$ cat src/rtl/glb_proc_ring_head.sv
// Head-of-ring injector: registers processor requests onto the W->E ring and collects E->W read responses.
// Optional read-latency monitor compiled in with GLB_RING_HEAD_PERF_EN.

package glb_ring_pkg;
  localparam int BANK_DATA_WIDTH = 64;
  localparam int GLB_ADDR_WIDTH  = 20;

  typedef struct packed {
    logic                         wr_en;
    logic [BANK_DATA_WIDTH/8-1:0] wr_strb;
    logic [GLB_ADDR_WIDTH-1:0]    wr_addr;
    logic [BANK_DATA_WIDTH-1:0]   wr_data;
    logic                         rd_en;
    logic [GLB_ADDR_WIDTH-1:0]    rd_addr;
    logic [BANK_DATA_WIDTH-1:0]   rd_data;
    logic                         rd_data_valid;
  } packet_t;
endpackage

module glb_proc_ring_head
  import glb_ring_pkg::*;
#(
  parameter int MAX_OUTSTANDING = 4,
  parameter int LAT_W           = 16
) (
  input  logic                         clk,
  input  logic                         reset,
  input  logic                         proc_wr_en,
  input  logic [BANK_DATA_WIDTH/8-1:0] proc_wr_strb,
  input  logic [GLB_ADDR_WIDTH-1:0]    proc_wr_addr,
  input  logic [BANK_DATA_WIDTH-1:0]   proc_wr_data,
  input  logic                         proc_rd_en,
  input  logic [GLB_ADDR_WIDTH-1:0]    proc_rd_addr,
  output logic                         proc_rd_ready,
  output logic [BANK_DATA_WIDTH-1:0]   proc_rd_data,
  output logic                         proc_rd_data_valid,
  output packet_t                      proc_packet_w2e_esto,
  input  packet_t                      proc_packet_e2w_esti,
  input  logic                         err_clr,
  output logic                         err_spurious,
  output logic [LAT_W-1:0]             perf_max_rd_lat
);

  localparam int CNT_W = $clog2(MAX_OUTSTANDING + 1);
  localparam logic [CNT_W-1:0] CNT_MAX = CNT_W'(MAX_OUTSTANDING);

  logic [CNT_W-1:0]           cnt_q, cnt_d;
  packet_t                    pkt_q, pkt_d;
  logic [BANK_DATA_WIDTH-1:0] rd_data_q, rd_data_d;
  logic                       rd_valid_q, rd_valid_d;
  logic                       err_q, err_d;

  logic rd_acc;
  logic rd_ret;
  logic spurious;
  logic ret_ok;

  assign proc_rd_ready = (cnt_q < CNT_MAX);
  assign rd_acc        = proc_rd_en & proc_rd_ready;
  assign rd_ret        = proc_packet_e2w_esti.rd_data_valid;
  // A return with nothing in flight is only legitimate if it pairs with a same-cycle accept.
  assign spurious      = rd_ret & (cnt_q == '0) & ~rd_acc;
  assign ret_ok        = rd_ret & ~spurious;

  // The ring terminates here, so returning request fields are dropped.
  logic unused_e2w;
  assign unused_e2w = ^{proc_packet_e2w_esti.wr_en, proc_packet_e2w_esti.wr_strb,
                        proc_packet_e2w_esti.wr_addr, proc_packet_e2w_esti.wr_data,
                        proc_packet_e2w_esti.rd_en, proc_packet_e2w_esti.rd_addr};

  always_comb begin
    pkt_d = '0;
    if (proc_wr_en) begin
      pkt_d.wr_en   = 1'b1;
      pkt_d.wr_strb = proc_wr_strb;
      pkt_d.wr_addr = proc_wr_addr;
      pkt_d.wr_data = proc_wr_data;
    end
    if (rd_acc) begin
      pkt_d.rd_en   = 1'b1;
      pkt_d.rd_addr = proc_rd_addr;
    end
  end

  always_comb begin
    cnt_d = cnt_q;
    unique case ({rd_acc, ret_ok})
      2'b10:   cnt_d = cnt_q + CNT_W'(1);
      2'b01:   cnt_d = cnt_q - CNT_W'(1);
      default: cnt_d = cnt_q;
    endcase
  end

  always_comb begin
    rd_valid_d = rd_ret;
    rd_data_d  = rd_ret ? proc_packet_e2w_esti.rd_data : rd_data_q;
    err_d      = err_q;
    if (spurious)     err_d = 1'b1;
    else if (err_clr) err_d = 1'b0;
  end

  always_ff @(posedge clk or negedge reset) begin
    if (!reset) begin
      cnt_q      <= '0;
      pkt_q      <= '0;
      rd_data_q  <= '0;
      rd_valid_q <= 1'b0;
      err_q      <= 1'b0;
    end else begin
      cnt_q      <= cnt_d;
      pkt_q      <= pkt_d;
      rd_data_q  <= rd_data_d;
      rd_valid_q <= rd_valid_d;
      err_q      <= err_d;
    end
  end

  assign proc_packet_w2e_esto = pkt_q;
  assign proc_rd_data         = rd_data_q;
  assign proc_rd_data_valid   = rd_valid_q;
  assign err_spurious         = err_q;

`ifdef GLB_RING_HEAD_PERF_EN
  localparam int PTR_W = $clog2(MAX_OUTSTANDING);

  logic [LAT_W-1:0] stamp_mem [MAX_OUTSTANDING];
  logic [PTR_W-1:0] wr_ptr_q, wr_ptr_d;
  logic [PTR_W-1:0] rd_ptr_q, rd_ptr_d;
  logic [LAT_W-1:0] cyc_q;
  logic [LAT_W-1:0] max_lat_q, max_lat_d;
  logic [LAT_W-1:0] pop_stamp;
  logic [LAT_W-1:0] lat;

  // FIFO occupancy always equals cnt_q; when empty, a same-cycle push is popped through directly.
  assign pop_stamp = (cnt_q == '0) ? cyc_q : stamp_mem[rd_ptr_q];
  assign lat       = cyc_q - pop_stamp + LAT_W'(1);
  assign wr_ptr_d  = rd_acc ? wr_ptr_q + PTR_W'(1) : wr_ptr_q;
  assign rd_ptr_d  = ret_ok ? rd_ptr_q + PTR_W'(1) : rd_ptr_q;

  always_comb begin
    max_lat_d = err_clr ? '0 : max_lat_q;
    if (ret_ok && (lat > max_lat_d)) max_lat_d = lat;
  end

  always_ff @(posedge clk) begin
    if (rd_acc) stamp_mem[wr_ptr_q] <= cyc_q;
  end

  always_ff @(posedge clk or negedge reset) begin
    if (!reset) begin
      wr_ptr_q  <= '0;
      rd_ptr_q  <= '0;
      cyc_q     <= '0;
      max_lat_q <= '0;
    end else begin
      wr_ptr_q  <= wr_ptr_d;
      rd_ptr_q  <= rd_ptr_d;
      cyc_q     <= cyc_q + LAT_W'(1);
      max_lat_q <= max_lat_d;
    end
  end

  assign perf_max_rd_lat = max_lat_q;
`else
  assign perf_max_rd_lat = '0;
`endif

endmodule

$ cat config.mk
export PLATFORM = sky130hd
export DESIGN_NAME = glb_proc_ring_head
export DESIGN_NICKNAME = d
export VERILOG_FILES = /design/src/rtl/glb_proc_ring_head.sv
export SDC_FILE = /design/constraint.sdc
export NUM_CORES = 1
export LEC_CHECK = 0
export CAP_MARGIN = 20
export CORE_AREA = 2 2 215 217
export CTS_CLUSTER_SIZE = 20
export DETAILED_ROUTE_END_ITERATION = 16
export DIE_AREA = 0 0 217 219
export PLACE_DENSITY = 0.48
export SYNTH_ARGS = -nofsm -noshare
export SYNTH_HDL_FRONTEND = slang
export SYNTH_SLANG_ARGS = --single-unit
$ cat constraint.sdc
create_clock -name clk -period 4.5 [get_ports clk]
set_clock_uncertainty 0.05 [all_clocks]
set_input_delay 0.675 -clock clk [delete_from_list [all_inputs] [get_ports clk]]
set_output_delay 0.675 -clock clk [all_outputs]
set_load 0.005 [all_outputs]
==> results of run 1 <==
==> registers in the layout (all words and copies together), names as in the netlist <==
name / cells
cnt_q: 3
proc_packet_w2e_esto: 114
proc_rd_data: 64
proc_rd_data_valid: 1
err_spurious: 1
==> cells in the final DEF, fill, tap and decap left out, types with 2 or more instances in the layout <==
cell type	netlist	final
buf_4	82	3
clkbuf_1	10	3
mux2_2	64	64
xnor2_1	2	2
buf_2	4	2
inv_1	6	6
dfrtp_1	183	183
clkbuf_16	0	17
clkinv_4	0	3
clkinvlp_4	0	2
clkdlybuf4s50_1	0	359
bufinv_16	0	3
conb_1	1	81
and2_1	112	112
clkbuf_8	0	3
==> stage by stage <==
step	cells	total power (uW)
floorplan	557	2160
global placement	1423	2650
detailed placement	1423	2660
CTS	1455	4320
global route	1456	4470
finish	1456	4200
==> power breakdown <==
group	total, uW	leakage [uW]	switching (uW)	internal (uW)
logic	762	0.00229	276	486
registers	1850	0.00229	55.3	1790
clock network	1590	0.000291	687	905
==> cell families after synthesis <==
| family | synth area share |
|---|---|
| AO/OA/AOI/OAI | 0.00201 |
| XOR/XNOR | 0.00384 |
| adder cells (fa/ha/maj) | 0.00475 |
| buffers and inverters | 0.108 |
| flip-flops | 0.669 |
| multiplexers | 0.107 |
| other | 0.000548 |
| AND/OR/NAND/NOR | 0.105 |
==> cell type report <==
cell class / instances / area, um2 / share of cell area
Sequential cell: 183 / 4580 / 0.400
Timing Repair Buffer: 366 / 3660 / 0.320
Multi-Input combinational cell: 268 / 1830 / 0.160
Tap cell: 600 / 751 / 0.0655
Clock buffer: 22 / 464 / 0.0405
Clock inverter: 10 / 145 / 0.0127
Inverter: 6 / 22.5 / 0.00197
Antenna cell: 1 / 2.50 / 0.000218
==> worst max-delay path by stage <==
stage,to,slack (ns),cells past startpoint
after CTS,proc_packet_w2e_esto[118],2.17,1
final,proc_rd_ready,2.26,2
after floorplan,cnt_q[2],2.26,10
after detailed placement,cnt_q[2],1.75,10
after global placement,cnt_q[2],1.79,10
after global routing,proc_packet_w2e_esto[118],2.13,1
==> routing by layer <==
metal  share of wire  vias up  global-route usage
li1                -     2075                   -
met1            0.37     2214              0.0918
met2            0.47      290               0.143
met3            0.14       31              0.0620
met4           0.023        6              0.0406
met5          0.0017        -                   0
==> metrics list, run 1 <==
- The cell sitting at the root of the clock tree is a clkbuf_16.
- Broken down by cell family, the worst path's largest delay share belongs to buffers and inverters.
* Initial antenna violation count: 4
* Pleak: 0.00487 uW
- Summing all non-filler instances in the final layout gives an area of 0.0115 mm2.
* Highest fanout seen on the critical path: 4
- Counting the buffers created by CTS gives 17.
- Placement Cell Area: 0.0108 mm2
- Number of max-cap violations: 0
* Drc violations: 0
* Number of global-route vias before repair: 4756
- STA puts the critical path data required time at 3.77 ns.
- After synthesis the netlist holds a flip-flop and latch count of 183.
* CTS max path bufs: 2
- Cell Pwr Density: 367 mW/mm2
- HPWL after detailed placement: 15600 um
- Top area cells in the synthesized netlist: dfrtp_1, mux2_2, and2_1
- Period utilization: 0.498
- The worst setup path is captured at a primary output.
- The signal on the critical path passes through inv_1 -> clkdlybuf4s50_1.
- The initial utilization of the core area, before any placement, comes to 0.152.
- Adding up every negative setup slack in the final design gives 0 ns.
- Final core utilization: 0.254
- RD Place Congestion: 0.690
- Global-route wire length before repair: 30200 um
- Path class of the lowest-slack min-delay path: input port to async pin
- Cells after Synth: 477
* Count of input and output buffers: 362
* DIE AREA: 0.0475 mm2
- Fraction of final layout cells with drive strength greater than 1: 0.118
- Worst relative slew slack: 0.382
- For this run, the post-layout net count is 1140.
- VDD sags by at most 0.000262 V.
* Combined global-route utilization of all metal layers: 0.0905
- During synthesis, Yosys emitted a total of 0 warnings.
- Maximum cell stage delay along the critical path: 0.53 ns
- Sequential element share of the synthesized area: 0.669
* Slowest CP cell: clkdlybuf4s50_1
- Clock Pin Slew Worst Setup and Hold Paths: 0.07 ns
- After filler insertion, the fill cell instance count of the layout stands at 4783.
* Classification of the worst setup path: register to primary output
* Worst Path Buf+Inv: 2
- 1st-iter DRT viols: 161
- Insertion delay to the later sink of the worst-skew pair: 0.47 ns
* Number of distinct library cell variants in the gate-level netlist after synthesis: 19
* Maximum level of the CTS H-tree: 4
- Setup repair after global routing missed its margin: false
* Timing startpoint of the critical path: cnt_q[2]
- # setup viols final: 0
- Dividing the detail-routed via count by the number of cells gives 3.17.
* Most frequently used flop master after synthesis: dfrtp_1
* FMAX: 446 MHz
* Most repeated cell in the gate-level netlist after synthesis: dfrtp_1
* Synth area leader: dfrtp_1
- Data arrives at the worst endpoint at 1.52 ns.
- Hold is met by 0.201 ns.
- Once the clock tree was built, the setup fixing pass inserted 0 buffers.
* Average wire per cell in the routed design: 14.3 um
- The worst setup path is launched from a register.
- The number of hold buffers added after CTS was 0.
- First drt pass iteration count: 2
* Worst Setup Slack, final: 2.26 ns
- OpenSTA, run right after detailed placement, puts the worst setup slack at 1.75 ns.
* Status: completed
- Worst Tran Pin Value: 0.927 ns
* Crit Reg-Reg Startpoint: cnt_q[2]
- TritonCTS clock tree: built
- Yosys mapped a number of flops with a built-in enable equal to 0.
- In this run the cell area of the synthesized design comes to 0.00685 mm2.
* Most instantiated cells after synthesis: dfrtp_1, and2_1, buf_4
* Avg Synthesized Cell Area: 14.4 um2
- Clock net sink count: 183
- Height of the die: 219 um
* Fraction of synthesized cell area taken by the top area cell type: 0.669
- Post-layout min period: 2.24 ns
* Crit Reg-Reg Endpoint: cnt_q[2]
- The routed layout has 4616 vias.
- Relative to the synthesized area, the layout overhead comes to 67.3%.
- Number of gates given a new drive strength after cts: 0
- The floorplan has 78 rows.
* Sum of routed wire length over all layers: 20900 um
- FFs w/ async S/R, synth: 1.00
- Post-route ant nets: 0
* Io pins: 558
- Horiz. Die Dim: 217 um
- Maximum number of pins on one net before global-route repair: 105
* Final-report hold violation count: 0
- Max-slew violation total from the final report: 0
* Placeable core region: 0.0451 mm2
- For this run the aggregate overflow at the end of global routing stands at 0.
* Depth of the most critical reg-to-reg path: 9
- For flop-to-flop paths, the worst setup slack is 2.61 ns.
No activity file was read; power rests on OpenSTA's default activity.
==> run 2: changes to the inputs <==
--- a/config.mk
+++ b/config.mk
@@ -6,10 +6,10 @@
 export NUM_CORES = 1
 export LEC_CHECK = 0
 export CAP_MARGIN = 20
-export CORE_AREA = 2 2 215 217
+export CORE_AREA = 2 2 219 221
 export CTS_CLUSTER_SIZE = 20
 export DETAILED_ROUTE_END_ITERATION = 16
-export DIE_AREA = 0 0 217 219
+export DIE_AREA = 0 0 221 223
 export PLACE_DENSITY = 0.48
 export SYNTH_ARGS = -nofsm -noshare
 export SYNTH_HDL_FRONTEND = slang
==> constraint.sdc (replaced) <==
create_clock -name clk -period 2 [get_ports clk]
set_clock_uncertainty 0.05 [all_clocks]
set_input_delay 0.3 -clock clk [delete_from_list [all_inputs] [get_ports clk]]
set_output_delay 0.3 -clock clk [all_outputs]
set_load 0.005 [all_outputs]
==> run 2 against run 1 <==
  * First-iteration DRC count down 4.3%
  * Die area grew 3.7%
  * Power up 120%
  * Global-route usage decreased by 0.54 points
  * Final cell count is 1.8% higher
  * Critical path type unchanged
  * Flip-flop and latch count did not move
  * Via count increased by 0.37%
  * Routed wire length fell by 2.8%
  * Critical endpoint unchanged
  * Setup slack worse by 2.2 ns
==> metrics list, run 2 (same netlist as run 1, synthesis figures left out) <==
* Number of gates given a new drive strength after cts: 0 (unchanged)
* Period utilization: 0.947
- The setup violation total in the final timing report came to 0 (unchanged).
- The core box area is 0.0471 mm2 (+4.6%).
- Maximum number of pins on one net before global-route repair: 64 (-39%)
- The number of global-route vias before repair is 4816 (+1.3%).
* Post-layout min period: 1.89 ns
* Leading cell types in the layout, fill and taps excluded: clkdlybuf4s50_1, dfrtp_1, and2_1, conb_1, mux2_2
- The remaining global-route overflow came to 0 (unchanged).
- The I/O pin total was 558 (unchanged).
* Pleak: 0.00492 uW (+1.1%)
- The die span in x is 221 um (+1.8%).
- Design internal power: 6910 uW (+120%)
- Maximum level of the CTS H-tree: 4 (unchanged)
- The max-slew violation count is 0 (unchanged).
- Post-CTS Repair Setup Buffers: 0 (unchanged)
- The path class of the tightest hold or removal check is input port to register.
* Clock power share: 0.362 (-0.017)
- The sequential group share of total power came to 0.452 (+0.013).
- Clock tree synthesis selected as its root buffer the cell clkbuf_16.
- The number of standard cells in the final layout excluding fillers is 1482 (+1.8%).
- FMAX: 528 MHz
- Cell Pwr Density: 797 mW/mm2 (+120%)
- The initial detailed-routing violation count was 154 (-4.3%).
- STA classifies the critical path endpoint as a primary output.
* Most common library cell in the layout ignoring fill and taps: clkdlybuf4s50_1
- Classification of the worst setup path: register to primary output
- Filler Cells Inserted: 5019 (+4.9%)
* Critical Path Source Type: register
- The flow ran to the end, and the final reports show no timing, DRC or antenna violations.
- The number of buffers inserted for hold repair after clock tree synthesis came to 1 (+1).
- The global-route wire length before repair was 30700 um (+1.6%).
* Count of input and output buffers: 362 (unchanged)
* Largest register FFs: 114 (unchanged)
- Insertion delay to the later sink of the worst-skew pair: 0.46 ns (about the same)
* HPWL after detailed placement: 15400 um (-1.1%)
- Flip-flop and latch area: 0.00458 mm2 (unchanged)
- Clock net sink count: 183 (unchanged)
- DIE AREA: 0.0493 mm2 (+3.7%)
- The routability-driven placement congestion ratio is 0.694 (+0.59%).
- The total routed wirelength was 20300 um (-2.8%).
- The area growth from synthesis to layout is 68.9%.
- The instance count after placement with tap cells included came to 1448 (+1.8%).
- The maximum buffer depth of the clock tree is 2 (unchanged).
- The final hold violation count is 0 (unchanged).
- The final worst hold slack is 0.162 ns (-0.0386 ns).
- Drc violations: 0 (unchanged)
- The fraction of layout instances using a drive strength above 1 was 0.128 (+0.0100).
- The fraction of power consumed by combinational cells is 0.186 (+0.005).
- The worst-path maximum fanout came to 4 (unchanged).
* Net Sw Frac: 0.250 (+0.00760)
* Combined global-route utilization of all metal layers: 0.0851 (-0.00535)
- The final net count was 1151 (+0.96%).
- The starting density of the core was 0.145 (-0.00663).
- The routed length per instance came to 13.7 um (-4.5%).
* Power spent charging and discharging nets: 2310 uW (+130%)
* Multi-input gate area: 0.00183 mm2 (-0.14%)
- List of cells traversed by the critical path: inv_1 -> clkdlybuf4s50_1
- The count of vias placed by the detailed router was 4633 (+0.37%).
- IR drop worst, VDD: 0.000503 V (+92%)
* Rows: 80 (+2.6%)
- Setup repair after global routing left no endpoint under its margin.
* Critical path data arrival time: 1.54 ns (+0.02 ns)
- The vertical die dimension is 223 um (+1.8%).
* Worst Path Required: 1.65 ns (-2.12 ns)
- The slowest stage of the critical path is the clkdlybuf4s50_1 cell.
- Maximum cell stage delay along the critical path: 0.56 ns (+0.03 ns)
- Clock Pin Slew Worst Setup and Hold Paths: 0.07 ns (about the same)
* Avg Vias per Cell: 3.13 (-1.4%)
- First drt pass iteration count: 4 (+2)
- The number of max-capacitance violations reported came to 0 (unchanged).
- The total CTS buffers was 17 (unchanged).
- The number of antenna-violating nets in the routed design is 0 (unchanged).
- The number of antenna violations at the first check in global routing is 1 (-3).
- TritonCTS clock tree: built
==> run 2: cell types whose count changed in the layout (fill, tap and decap cells not counted) <==
cell,before,now
bufinv_16,3,1
buf_4,3,9
inv_6,1,3
nor2b_2,1,0
clkbuf_1,3,2
clkinv_2,1,2
nor2b_1,0,1
inv_8,0,1
buf_12,1,5
clkbuf_8,3,2
dlygate4sd3_1,0,1
==> run 2: stage by stage <==
stage / setup slack, ns / power (uW) / utilization / instance area, um2 / setup TNS (ns)
5_1_grt: 0.0191 / 9740 / 0.245 / 11600 / 0
4_1_cts: 0.0292 / 9480 / 0.245 / 11600 / 0
3_5_place_dp: -0.138 / 5990 / 0.233 / 11000 / -0.179
2_1_floorplan: 0.130 / 4850 / - / 7150 / 0
3_3_place_gp: -0.137 / 5980 / 0.233 / 11000 / -0.165
6_report: 0.106 / 9220 / 0.245 / 11600 / 0
==> run 2: power groups by stage <==
stage | clock [uW] | combinational [uW] | sequential, uW
after global routing | 3650 | 1880 | 4210
final | 3340 | 1710 | 4160
after detailed placement | 0 | 1750 | 4240
after CTS | 3550 | 1760 | 4170
after floorplan | 0 | 591 | 4260
after global placement | 0 | 1750 | 4230
==> run 2: layout make-up <==
cell class,instances,area share
flip-flops and latches,183,0.396
inverters,6,0.00195
multi-input cells,268,0.158
diodes,1,0.000216
repair buffers,377,0.328
clock buffers,20,0.0386
clock inverters,12,0.0103
well taps,615,0.0666
==> run 2: worst paths after layout <==
kind                       startpoint                         to  slack, ns  cells past startpoint
max                          cnt_q[2]              proc_rd_ready       0.11                      2
min                        proc_wr_en  proc_packet_w2e_esto[101]       0.16                      2
max reg2reg                  cnt_q[0]                   cnt_q[2]       0.23                      9
min reg2reg                  cnt_q[0]                   cnt_q[0]       0.43                      1
max in group asynchronous       reset           proc_rd_data[48]       0.99                      3
min in group asynchronous       reset           proc_rd_data[43]       0.30                      2
==> run 2: worst max-delay path: cells and delay by family, from the launching register on <==
kind / cells / cell delay (ns)
buffers and inverters: 2 / 0.67
DFF: 1 / 0.41
==> run 2: per-layer routing <==
metal,share of wire,vias up,track usage
li1,-,2108,-
met1,0.39,2211,0.0931
met2,0.48,288,0.134
met3,0.11,24,0.0486
met4,0.021,2,0.0388
met5,0.00064,-,0
